## src/rtl/mem_wb_stage_if.sv

```systemverilog
// Bundle of memory-stage inputs, fetch handshake and writeback/redirect outputs
// for the MEM/WB pipeline register.
interface mem_wb_stage_if #(
  parameter int unsigned RETIRE_W = 16
);
  logic                i_valid;
  logic                i_stall;
  logic                i_flush;
  logic [1:0]          i_wb;
  logic [2:0]          i_rdst;
  logic [15:0]         i_aluData;
  logic [31:0]         i_memData;
  logic                i_isRet;
  logic                i_isRti;
  logic                i_redirectAck;

  logic                o_regWrite;
  logic [2:0]          o_rdst;
  logic [15:0]         o_wbData;
  logic                o_redirectValid;
  logic [31:0]         o_redirectPc;
  logic                o_flagsLoad;
  logic [3:0]          o_flags;
  logic                o_stallUpstream;
  logic                o_flushUpstream;
  logic                o_protoErr;
  logic [RETIRE_W-1:0] o_retired;

  modport master (
    output i_valid, i_stall, i_flush, i_wb, i_rdst, i_aluData, i_memData,
           i_isRet, i_isRti, i_redirectAck,
    input  o_regWrite, o_rdst, o_wbData, o_redirectValid, o_redirectPc,
           o_flagsLoad, o_flags, o_stallUpstream, o_flushUpstream,
           o_protoErr, o_retired
  );

  modport slave (
    input  i_valid, i_stall, i_flush, i_wb, i_rdst, i_aluData, i_memData,
           i_isRet, i_isRti, i_redirectAck,
    output o_regWrite, o_rdst, o_wbData, o_redirectValid, o_redirectPc,
           o_flagsLoad, o_flags, o_stallUpstream, o_flushUpstream,
           o_protoErr, o_retired
  );
endinterface

```

## src/rtl/mem_wb_stage.sv

```systemverilog
// MEM/WB pipeline register with register-file writeback, retire counter and the
// return-PC redirect/drain sequencer toward fetch.
module mem_wb_stage #(
  parameter int unsigned DRAIN_CYCLES = 2,
  parameter int unsigned RETIRE_W     = 16
) (
  input logic           clk,
  input logic           i_reset_n,
  mem_wb_stage_if.slave bus
);

  localparam int unsigned CNT_W = (DRAIN_CYCLES > 1) ? $clog2(DRAIN_CYCLES) : 1;

  typedef enum logic [1:0] {
    IDLE,
    REDIRECT,
    DRAIN
  } state_t;

  state_t              state_q, state_d;
  logic [CNT_W-1:0]    cnt_q, cnt_d;

  logic                valid_q;
  logic                new_q;
  logic [1:0]          wb_q;
  logic [2:0]          rdst_q;
  logic [15:0]         aluData_q;
  logic [31:0]         memData_q;
  logic                isRet_q;
  logic                isRti_q;

  logic [31:0]         redirect_pc_q;
  logic [3:0]          flags_q;
  logic                flags_load_q;
  logic                proto_err_q;
  logic [RETIRE_W-1:0] retired_q;

  logic                ret_new;
  logic                enter_redirect;

  // new_q marks a freshly loaded entry, so a RET held by stall fires only once
  assign ret_new        = valid_q & isRet_q & new_q;
  assign enter_redirect = (state_q == IDLE) & ret_new;

  always_ff @(posedge clk or negedge i_reset_n) begin
    if (!i_reset_n) begin
      valid_q   <= 1'b0;
      new_q     <= 1'b0;
      wb_q      <= '0;
      rdst_q    <= '0;
      aluData_q <= '0;
      memData_q <= '0;
      isRet_q   <= 1'b0;
      isRti_q   <= 1'b0;
    end else if (bus.i_flush) begin
      valid_q <= 1'b0;
      new_q   <= 1'b0;
    end else if (bus.i_stall) begin
      new_q <= 1'b0;
    end else begin
      valid_q   <= bus.i_valid;
      new_q     <= 1'b1;
      wb_q      <= bus.i_wb;
      rdst_q    <= bus.i_rdst;
      aluData_q <= bus.i_aluData;
      memData_q <= bus.i_memData;
      isRet_q   <= bus.i_isRet;
      isRti_q   <= bus.i_isRti;
    end
  end

  always_ff @(posedge clk or negedge i_reset_n) begin
    if (!i_reset_n) begin
      retired_q <= '0;
    end else if (valid_q && !bus.i_stall) begin
      retired_q <= retired_q + RETIRE_W'(1);
    end
  end

  always_ff @(posedge clk or negedge i_reset_n) begin
    if (!i_reset_n) begin
      state_q <= IDLE;
      cnt_q   <= '0;
    end else begin
      state_q <= state_d;
      cnt_q   <= cnt_d;
    end
  end

  always_comb begin
    state_d = state_q;
    cnt_d   = cnt_q;
    unique case (state_q)
      IDLE: begin
        if (ret_new) state_d = REDIRECT;
      end
      REDIRECT: begin
        if (bus.i_redirectAck) begin
          state_d = DRAIN;
          cnt_d   = CNT_W'(DRAIN_CYCLES - 1);
        end
      end
      DRAIN: begin
        if (cnt_q == '0) state_d = IDLE;
        else             cnt_d   = cnt_q - CNT_W'(1);
      end
      default: state_d = IDLE;
    endcase
  end

  always_ff @(posedge clk or negedge i_reset_n) begin
    if (!i_reset_n) begin
      redirect_pc_q <= '0;
      flags_q       <= '0;
      flags_load_q  <= 1'b0;
      proto_err_q   <= 1'b0;
    end else begin
      flags_load_q <= enter_redirect & isRti_q;
      if (enter_redirect) begin
        redirect_pc_q <= {4'b0000, memData_q[27:0]};
        flags_q       <= memData_q[31:28];
      end
      if ((state_q != IDLE) && ret_new) proto_err_q <= 1'b1;
    end
  end

  always_comb begin
    bus.o_regWrite      = valid_q & wb_q[0];
    bus.o_rdst          = rdst_q;
    bus.o_wbData        = wb_q[1] ? memData_q[15:0] : aluData_q;
    bus.o_redirectValid = (state_q == REDIRECT);
    bus.o_stallUpstream = (state_q == REDIRECT);
    bus.o_flushUpstream = (state_q == DRAIN);
    bus.o_redirectPc    = redirect_pc_q;
    bus.o_flags         = flags_q;
    bus.o_flagsLoad     = flags_load_q;
    bus.o_protoErr      = proto_err_q;
    bus.o_retired       = retired_q;
  end

endmodule

```

## src/flat_wrapper.sv

```systemverilog
// flat-port wrapper written by rule: the top's interface ports become plain ports
module mem_wb_stage_flat 
#(
  parameter int unsigned DRAIN_CYCLES = 2,
  parameter int unsigned RETIRE_W     = 16
)
  (clk, i_reset_n, bus_i_valid, bus_i_stall, bus_i_flush, bus_i_wb, bus_i_rdst, bus_i_aluData, bus_i_memData, bus_i_isRet, bus_i_isRti, bus_i_redirectAck, bus_o_regWrite, bus_o_rdst, bus_o_wbData, bus_o_redirectValid, bus_o_redirectPc, bus_o_flagsLoad, bus_o_flags, bus_o_stallUpstream, bus_o_flushUpstream, bus_o_protoErr, bus_o_retired);
  mem_wb_stage_if #(.RETIRE_W(RETIRE_W)) bus_i ();
  input logic clk;
  input logic i_reset_n;
  input wire logic [$bits(bus_i.i_valid)-1:0] bus_i_valid;
  input wire logic [$bits(bus_i.i_stall)-1:0] bus_i_stall;
  input wire logic [$bits(bus_i.i_flush)-1:0] bus_i_flush;
  input wire logic [$bits(bus_i.i_wb)-1:0] bus_i_wb;
  input wire logic [$bits(bus_i.i_rdst)-1:0] bus_i_rdst;
  input wire logic [$bits(bus_i.i_aluData)-1:0] bus_i_aluData;
  input wire logic [$bits(bus_i.i_memData)-1:0] bus_i_memData;
  input wire logic [$bits(bus_i.i_isRet)-1:0] bus_i_isRet;
  input wire logic [$bits(bus_i.i_isRti)-1:0] bus_i_isRti;
  input wire logic [$bits(bus_i.i_redirectAck)-1:0] bus_i_redirectAck;
  output wire logic [$bits(bus_i.o_regWrite)-1:0] bus_o_regWrite;
  output wire logic [$bits(bus_i.o_rdst)-1:0] bus_o_rdst;
  output wire logic [$bits(bus_i.o_wbData)-1:0] bus_o_wbData;
  output wire logic [$bits(bus_i.o_redirectValid)-1:0] bus_o_redirectValid;
  output wire logic [$bits(bus_i.o_redirectPc)-1:0] bus_o_redirectPc;
  output wire logic [$bits(bus_i.o_flagsLoad)-1:0] bus_o_flagsLoad;
  output wire logic [$bits(bus_i.o_flags)-1:0] bus_o_flags;
  output wire logic [$bits(bus_i.o_stallUpstream)-1:0] bus_o_stallUpstream;
  output wire logic [$bits(bus_i.o_flushUpstream)-1:0] bus_o_flushUpstream;
  output wire logic [$bits(bus_i.o_protoErr)-1:0] bus_o_protoErr;
  output wire logic [$bits(bus_i.o_retired)-1:0] bus_o_retired;
  assign bus_i.i_valid = bus_i_valid;
  assign bus_i.i_stall = bus_i_stall;
  assign bus_i.i_flush = bus_i_flush;
  assign bus_i.i_wb = bus_i_wb;
  assign bus_i.i_rdst = bus_i_rdst;
  assign bus_i.i_aluData = bus_i_aluData;
  assign bus_i.i_memData = bus_i_memData;
  assign bus_i.i_isRet = bus_i_isRet;
  assign bus_i.i_isRti = bus_i_isRti;
  assign bus_i.i_redirectAck = bus_i_redirectAck;
  assign bus_o_regWrite = bus_i.o_regWrite;
  assign bus_o_rdst = bus_i.o_rdst;
  assign bus_o_wbData = bus_i.o_wbData;
  assign bus_o_redirectValid = bus_i.o_redirectValid;
  assign bus_o_redirectPc = bus_i.o_redirectPc;
  assign bus_o_flagsLoad = bus_i.o_flagsLoad;
  assign bus_o_flags = bus_i.o_flags;
  assign bus_o_stallUpstream = bus_i.o_stallUpstream;
  assign bus_o_flushUpstream = bus_i.o_flushUpstream;
  assign bus_o_protoErr = bus_i.o_protoErr;
  assign bus_o_retired = bus_i.o_retired;
  mem_wb_stage #(.DRAIN_CYCLES(DRAIN_CYCLES), .RETIRE_W(RETIRE_W)) u_core (.clk(clk), .i_reset_n(i_reset_n), .bus(bus_i));
endmodule
```

## config.mk

```make
export PLATFORM = sky130hd
export DESIGN_NAME = mem_wb_stage_flat
export DESIGN_NICKNAME = d
export VERILOG_FILES = /design/src/rtl/mem_wb_stage_if.sv /design/src/rtl/mem_wb_stage.sv /design/src/flat_wrapper.sv
export SDC_FILE = /design/constraint.sdc
export NUM_CORES = 1
export LEC_CHECK = 0
export ABC_AREA = 0
export CAP_MARGIN = 15
export CORE_MARGIN = 5
export CORE_UTILIZATION = 47
export CTS_CLUSTER_SIZE = 8
export DETAILED_ROUTE_END_ITERATION = 6
export PLACE_DENSITY = 0.8
export SLEW_MARGIN = 10
export SYNTH_ARGS = -nofsm -noshare
export SYNTH_HDL_FRONTEND = slang
export SYNTH_SLANG_ARGS = --single-unit
```

## constraint.sdc

```tcl
create_clock -name clk -period 1.8 [get_ports clk]
set_clock_uncertainty 0.1 [all_clocks]
set_input_delay 0.27 -clock clk [delete_from_list [all_inputs] [get_ports clk]]
set_output_delay 0.27 -clock clk [all_outputs]
set_load 0.1 [all_outputs]
```

==> results.cfg <==
[global_route]
grt.total_usage_pct = 17.1
grt_pass1_wl_microns = 15600
antenna_found_initial = 0
grt_max_degree = 36
grt.overflow.total = 0
grt_pass1_vias = 3007

[layout]
final_common_cell = dfrtp_1
mostFrequentLayoutCells = dfrtp_1, buf_12, mux2_2, clkdlybuf4s50_1, mux2_4
layout-drive-gt1-share_pct = 50.6
antennaDiodeCount = 0
area_growth_pct = 53.9
nets = 496
n_fill_cell = 623

[worst_setup_path]
r2r_slack_ps = 260
cp-start-kind = flip-flop
path_buf_inv = 2
timing.rr.end = u_core.bus.o_flags[1]
worstPathMaxFanout = 14
path_depth = 3
rr_startpoint = u_core.valid_q
required_ps = 1430
worstSetupEndpointType = output port
path_cells = buf_12 -> mux2_2 -> buf_12
cp_slowest_cell = dfrtp_2
slowest_delay_ps = 400
worstPathArrival_ps = 1460
crit_family = flip-flops
cp_common_cell = buf_12
r2r_cells = 4
path_class = reg2out

[floorplanning]
start_util_pct = 47.5
dieWidth_microns = 109
io-pin-count = 138
coreArea_sq_mm = 0.00964
rows = 36
die_h_microns = 109
dieArea_sq_mm = 0.0118

[drt]
via_count = 2793
first_iter_violations = 62
drt-wirelength-per-cell_microns = 17.1
drt_pass1_iterations = 4
route.detailed.drc = 0
ant_nets = 0
wirelength_microns = 9720
viasPerCell = 4.90

[sta]
setup_ws_ps = -32.9
fin_crit_sh_pct = 102
setup_viol = 14
fin_crit_ps = 1830
slew_violations = 0
fmax_mhz = 546
rsz0062_at_grt = yes
hold_slack_ps = 252
finalHoldViolations = 0

[logic_synthesis]
syn_inst = 293
ys_seq_area_share_pct = 60.1
syn_area_sq_mm = 0.00458
synth_cell_types = 28
ys_ff_latch = 110
synth_area_per_cell_sq_um = 15.6
synth_warnings = 0

[cts]
numCtsBuffers = 9
cts.sink_count = 110
clk_path_buf_depth = 2
clock_latency_ps = 350
cts_tree = built
root_buffer = clkbuf_8
path_clk_slew_ps = 110
htreeDepth = 3

[flow_run]
drv_cap = 0

[pwr]
p_leak_uw = 0.00316
peakVddDrop_mv = 0.984
p_per_area_mw_per_mm2 = 1490

[placed_design]
place_ws_ps = -75.8
globalplace.congestion = 0.766
place_hpwl_microns = 7430
io_buffer_count = 133

[outcome]
violations = negative setup slack
outcome = finished with violations

[min_path]
hold_path.class = in2async
==> registers in the layout (all words and copies together), names as in the netlist, 2 cells and up <==
signal / cells
u_core.memData_q: 32
u_core.bus.o_flags: 4
u_core.aluData_q: 16
u_core.wb_q: 2
u_core.state_q: 2
u_core.bus.o_retired: 16
u_core.bus.o_rdst: 3
u_core.bus.o_redirectPc: 28
==> synth_stat cells <==
cell type / n / area (sq um)
and3_1: 2 / 12.5
nand2_1: 6 / 22.5
nand3_1: 6 / 30.0
mux2_2: 75 / 845
xnor2_1: 12 / 105
nand2b_1: 2 / 12.5
dfrtp_1: 110 / 2750
nor2b_4: 1 / 13.8
nor3_1: 1 / 5.00
nor2b_1: 2 / 12.5
nor2_1: 6 / 22.5
and2_1: 1 / 6.26
o21ai_0: 4 / 20.0
ha_1: 1 / 12.5
mux2_4: 28 / 420
nand4_1: 4 / 25.0
mux2i_1: 1 / 10.0
buf_6: 7 / 78.8
inv_1: 4 / 15.0
xor2_1: 3 / 26.3
o21bai_1: 1 / 7.51
buf_2: 6 / 30.0
a22o_1: 1 / 8.76
nand4_4: 1 / 21.3
and4_1: 1 / 8.76
conb_1: 1 / 3.75
nor3_4: 1 / 16.3
buf_4: 5 / 37.5
==> what timing repair did <==
action                                  CTS  global route
endpoints found under the setup margin   16            16
hold buffers                              1             0
resized for setup                         1             3
endpoints found under the hold margin    20             0
buffers inserted                          1             0
==> final cells by class <==
| cell class | count | area (sq um) | area share, % |
|---|---|---|---|
| Clock buffer | 9 | 124 | 1.76 |
| Clock inverter | 5 | 46.3 | 0.656 |
| Inverter | 4 | 18.8 | 0.266 |
| Multi-Input combinational cell | 164 | 1700 | 24.1 |
| Sequential cell | 110 | 2770 | 39.2 |
| Tap cell | 133 | 166 | 2.36 |
| Timing Repair Buffer | 145 | 2230 | 31.6 |
==> kinds of logic (layout without fill, tap and decap cells) <==
group / count (synthesis) / count (layout) / synth area share [%]
adders and majority gates: 1 / 1 / 0.273
DFF: 110 / 110 / 60.1
and+or+nand+nor: 34 / 34 / 4.56
buffers and inverters: 22 / 163 / 3.52
muxes: 104 / 104 / 27.8
other: 1 / 4 / 0.0818
AOI/OAI and AO/OA: 6 / 6 / 0.792
xor gates and xnor gates: 15 / 15 / 2.87
==> worst max path at each step <==
stage | endpoint | start | slack (ps)
after floorplan | u_core.bus.o_retired[15] | u_core.bus.o_retired[11] | 10
after global placement | u_core.bus.o_rdst[2] | bus_i_stall | -20
after detailed placement | u_core.bus.o_retired[14] | bus_i_stall | -80
after CTS | bus_o_wbData[3] | u_core.wb_q[1] | -60
after global routing | bus_o_wbData[2] | u_core.wb_q[1] | -90
final | bus_o_wbData[6] | u_core.wb_q[1] | -30
==> where the power goes <==
part           switching (uW)  internal (uW)  leakage (uW)  total [uW]
Sequential                490           2970       0.00135        3460
Clock                     831            512     0.0000876        1340
Combinational            3480           2210       0.00172        5690
Total                    4800           5690       0.00316       10500
==> metrics by stage <==
step                      std cells  TNS (ps)  utilization [%]  cell area (sq um)  total power, uW
final                           570      -311             73.2               7050            10500
after CTS                       570      -711             73.1               7040            10600
after floorplan                 296         0                -               4610             6920
after global routing            570     -1210             73.2               7050            10900
after detailed placement        554     -1390             71.1               6850             9210
after global placement          554      -645             71.1               6850             9130
==> layer usage <==
| metal | GRT usage, % | up-vias | part of all wire, % | routed length [microns] |
|---|---|---|---|---|
| met5 | 0 | - | 0 | 0 |
| met4 | 4.69 | 0 | 1.2 | 112 |
| met3 | 5.62 | 8 | 6.4 | 622 |
| met2 | 30.1 | 75 | 54 | 5250 |
| met1 | 19.9 | 1428 | 38 | 3740 |
| li1 | - | 1282 | - | - |
Power figures use the tool's default switching activity.
